--- config.mk ---
export PLATFORM = sky130hd
export DESIGN_NAME = uint_addsub_pipe
export DESIGN_NICKNAME = d
export VERILOG_FILES = /design/src/rtl/uint_addsub_pipe.sv
export SDC_FILE = /design/constraint.sdc
export NUM_CORES = 1
export LEC_CHECK = 0
export BUFFER_PORTS_ARGS = -buffer_cell sky130_fd_sc_hd__clkbuf_2
export CAP_MARGIN = 20
export CORE_UTILIZATION = 40
export DETAILED_ROUTE_END_ITERATION = 7
export SLEW_MARGIN = 10
export SYNTH_ARGS = -nofsm -noshare
export SYNTH_HDL_FRONTEND = slang
export SYNTH_SLANG_ARGS = --single-unit
--- constraint.sdc ---
create_clock -name CLK -period 4.5 [get_ports CLK]
set_input_delay 0.225 -clock CLK [delete_from_list [all_inputs] [get_ports CLK]]
set_output_delay 0.225 -clock CLK [all_outputs]
set_load 0.02 [all_outputs]
--- src/rtl/uint_addsub_pipe.sv ---
// Registered unsigned SUB/ADD/ACC_SUB/LOAD with optional saturation; 1-cycle latency.
// Single output register with valid/ready; input stalls only while a result is held unconsumed.
module uint_addsub_pipe #(
    parameter int WIDTH    = 3,
    parameter bit SATURATE = 1'b0
) (
    input  logic             CLK,
    input  logic             RESET,
    input  logic [WIDTH-1:0] I0,
    input  logic [WIDTH-1:0] I1,
    input  logic [1:0]       OP,
    input  logic             IN_VALID,
    output logic             IN_READY,
    output logic [WIDTH-1:0] O,
    output logic             C,
    output logic             O_VALID,
    input  logic             O_READY
);

    localparam logic [1:0] OP_SUB     = 2'b00;
    localparam logic [1:0] OP_ADD     = 2'b01;
    localparam logic [1:0] OP_ACC_SUB = 2'b10;
    localparam logic [1:0] OP_LOAD    = 2'b11;

    logic [WIDTH-1:0] acc;
    logic [WIDTH:0]   ext;
    logic [WIDTH-1:0] res;
    logic             flag;
    logic             take;

    assign IN_READY = !O_VALID || O_READY;
    assign take     = IN_VALID && IN_READY;

    // One extra bit holds the carry out, or the borrow of a zero-extended subtract.
    always_comb begin
        ext  = '0;
        res  = I0;
        flag = 1'b0;
        case (OP)
            OP_SUB: begin
                ext  = {1'b0, I0} - {1'b0, I1};
                res  = ext[WIDTH-1:0];
                flag = ext[WIDTH];
            end
            OP_ADD: begin
                ext  = {1'b0, I0} + {1'b0, I1};
                res  = ext[WIDTH-1:0];
                flag = ext[WIDTH];
            end
            OP_ACC_SUB: begin
                ext  = {1'b0, acc} - {1'b0, I1};
                res  = ext[WIDTH-1:0];
                flag = ext[WIDTH];
            end
            OP_LOAD: begin
                res  = I0;
                flag = 1'b0;
            end
            default: begin
                res  = I0;
                flag = 1'b0;
            end
        endcase
        if (SATURATE && flag) begin
            res = (OP == OP_ADD) ? {WIDTH{1'b1}} : {WIDTH{1'b0}};
        end
    end

    always_ff @(posedge CLK) begin
        if (RESET) begin
            O       <= '0;
            C       <= 1'b0;
            O_VALID <= 1'b0;
            acc     <= '0;
        end else begin
            if (take) begin
                O       <= res;
                C       <= flag;
                O_VALID <= 1'b1;
                // ACC_SUB and LOAD both leave the final result in the accumulator.
                if (OP[1]) begin
                    acc <= res;
                end
            end else if (O_READY) begin
                O_VALID <= 1'b0;
            end
        end
    end

endmodule
==> out/metrics.yaml <==
status: "completed"
setup_tns_ns: 0
io_buffers: 17
period_share: 0.4085
p_switching_uw: 63.79
whs_path_depth: 3
hp-class: "in -> reg"
fillCellCount: 151
core-area_um2: 1524
grt_pass1_wl_um: 2318
numClockSinks: 8
syn_area_per_cell_um2: 8.422
reg2regPathDepth: 8
worst_pin_slew_ns: 0.2898
async_flop_share: 0
cts_tree: "yes"
p_clk_frac: 0.275
drt_pass1_iterations: 4
worstPathCellList: "inv_1 > ha_1 > inv_1 > fa_1 > xor2_1 > mux4_2 > nor2_1 > nor3_1"
finalNonFillerCells: 111
synth_simple_gate_area_frac: 0.1848
cts_buffer_depth: 2
cellPowerDensity_nw_per_um2: 259.3
route.met2.wl_um: 620
top_layer: "met3"
cts_root_buffer: "clkbuf_4"
drc: 0
nNetsFinal: 121
ys_warn_count: 0
clk_pin_slew_ns: 0.05
synthXorXnorAreaFrac: 0.04000
viasPerCell: 5.153
routed_wl_um: 1322
cp-end-kind: "flip-flop"
dp_hpwl_um: 1068
muxShareOfSynthArea: 0.08381
synth_compound_area_frac: 0.1029
min_period_ns: 1.838
cpMostUsedCell: "inv_1"
syn2layout_area_growth_pct: 17.52
synth_common_cells: "11 x inv_1, 9 x ha_1, 8 x dfxtp_1"
reg2reg_from: "acc[0]$_SDFFE_PP0P_"
insertion_delay_ns: 0.25
setup_viol: 0
synth_nets: 102
grt_start_max_net_pins: 12
multi_input_area_um2: 442.9
ys.flop_type: "dfxtp_1"
synth_top_family_by_area: "adder cells"
synth_area_leaders: "dfxtp_1 24%, ha_1 17%, fa_1 9.1%"
gp_congestion: 0.7900
post_drt_wl_per_cell_um: 11.91
postCtsSetupBuffers: 0
antenna_found_initial: 0
ys_types: 22
die-area_um2: 1808
wl_met3_um: 68
n_antenna_cell: 0
critPathArrivalTime_ns: 1.98
postSynthCellCount: 78
fin_util: 0.5066
ys_ff_latch: 8
worstSetupPathType: "reg -> reg"
p_leak_nw: 0.3810
r2r_end: "O[2]$_SDFFE_PP0P_"
wl_met1_um: 632
seq_area_frac_synth: 0.2438
swShare: 0.3186
drive_gt1_frac: 0.2316
grt_pass1_vias: 532
htreeDepth: 1
pin_count: 18
required_ns: 4.64
overflow: 0
rows: 14
finalMaxSlewViolations: 0
final_antenna_net_count: 0
placed_area_um2: 749.5
dp.cells: 108
synth_edf_count: 0
rsz0062_at_grt: "false"
critPathCapture: "O[2]$_SDFFE_PP0P_"
ctsResizeCount: 0
synth_top_area_frac: 0.2438
vdd_drop_max_mv: 0.1693
clock-skew-final_ns: 0.001408
finalInstanceArea_um2: 772.0
timing.critical_path.from: "acc[0]$_SDFFE_PP0P_"
yosysMostFrequentCell: "inv_1"
yosysTopAreaCell: "dfxtp_1"
die_x_um: 42.53
start_util: 0.4310
cp_slowest_cell: "mux4_2"
critPathLaunchType: "flip-flop"
numCtsBuffers: 3
max_freq_mhz: 543.9
slew_headroom: 0.8068
grt_usage: 0.1699
p_int_uw: 136.4
finalHoldViolCount: 0
path_max_fanout: 2
route.vias.total: 572
pwr-share-seq: 0.398
synth_area_um2: 656.9
regArea_um2: 160.2
power_frac_comb: 0.327
drv_cap: 0
rrSetupSlack_ns: 2.66
synth_fa_ha_area_frac: 0.2629
cpPeakStageDelay_ns: 0.48
first_iter_violations: 13
fp.dieH_um: 42.53
ctsHoldBuffers: 0
==> state kept, by name (all words and copies together), names as in the netlist <==
register,count
C,1
O_VALID,1
acc,3
O,3
==> placed cells by master, fill, tap and decap left out <==
master and instances:
o21ai_0 3, and2_1 1, mux2i_1 1, inv_1 11, nor3_1 4, nand2b_1 2, clkbuf_4 3, a311oi_1 1
a21oi_1 6, mux4_2 2, nand2_1 6, xor2_1 2, a31oi_1 1, dfxtp_1 8, nand3_1 3, nor2b_1 3
nor2_1 7, clkbuf_2 17, xnor2_1 1, fa_1 3, a211oi_1 1, ha_1 9
==> logic make-up after synthesis <==
family,Yosys count
AOI/OAI and AO/OA,12
xor gates and xnor gates,3
adders and majority gates,12
buffers and inverters,14
DFF,8
muxes,3
and+or+nand+nor,26
==> worst min path at each step <==
stage                           start                    to  slack (ns)
global route                 IN_VALID  O_VALID$_SDFFE_PP0P_        0.24
finish                       IN_VALID  O_VALID$_SDFFE_PP0P_        0.22
detailed placement  O[1]$_SDFFE_PP0P_     O[1]$_SDFFE_PP0P_        0.45
global placement    O[1]$_SDFFE_PP0P_     O[1]$_SDFFE_PP0P_        0.44
CTS                          IN_VALID  O_VALID$_SDFFE_PP0P_        0.23
floorplan                    IN_VALID  O_VALID$_SDFFE_PP0P_        0.35
==> routing by layer <==
layer,vias to the layer above,track usage
met5,-,0
met4,0,0.01875
li1,295,-
met1,263,0.2372
met2,14,0.2646
met3,0,0.05603
==> layout make-up <==
class / count / share of cell area
clock buffers: 3 / 0.02917
multi-input cells: 56 / 0.5737
well taps: 16 / 0.02593
repair buffers: 17 / 0.1102
inverters: 11 / 0.05348
flip-flops and latches: 8 / 0.2075
==> through the flow <==
step	setup WS [ns]	hold WS, ns	total power, mW
floorplan	2.753	0.3545	0.1268
global route	2.515	0.2437	0.2145
detailed placement	2.622	0.4509	0.1470
CTS	2.665	0.2263	0.2016
global placement	2.632	0.4449	0.1456
finish	2.662	0.2225	0.2002
==> worst max-delay path: cells and delay by family (launching register included) <==
family | cells | cell delay [ns]
buf+inv | 2 | 0.10
xor+xnor | 1 | 0.15
simple gates | 2 | 0.15
mux | 1 | 0.48
fa+ha+maj | 2 | 0.52
flops | 1 | 0.31
==> power by group through the flow <==
stage	clock [mW]	combinational, mW	sequential, mW
CTS	0.0557	0.0662	0.0797
detailed placement	0	0.0658	0.0812
floorplan	0	0.0411	0.0857
global route	0.0597	0.0746	0.0803
finish	0.0550	0.0655	0.0797
global placement	0	0.0647	0.0809
Power figures use the tool's default switching activity.
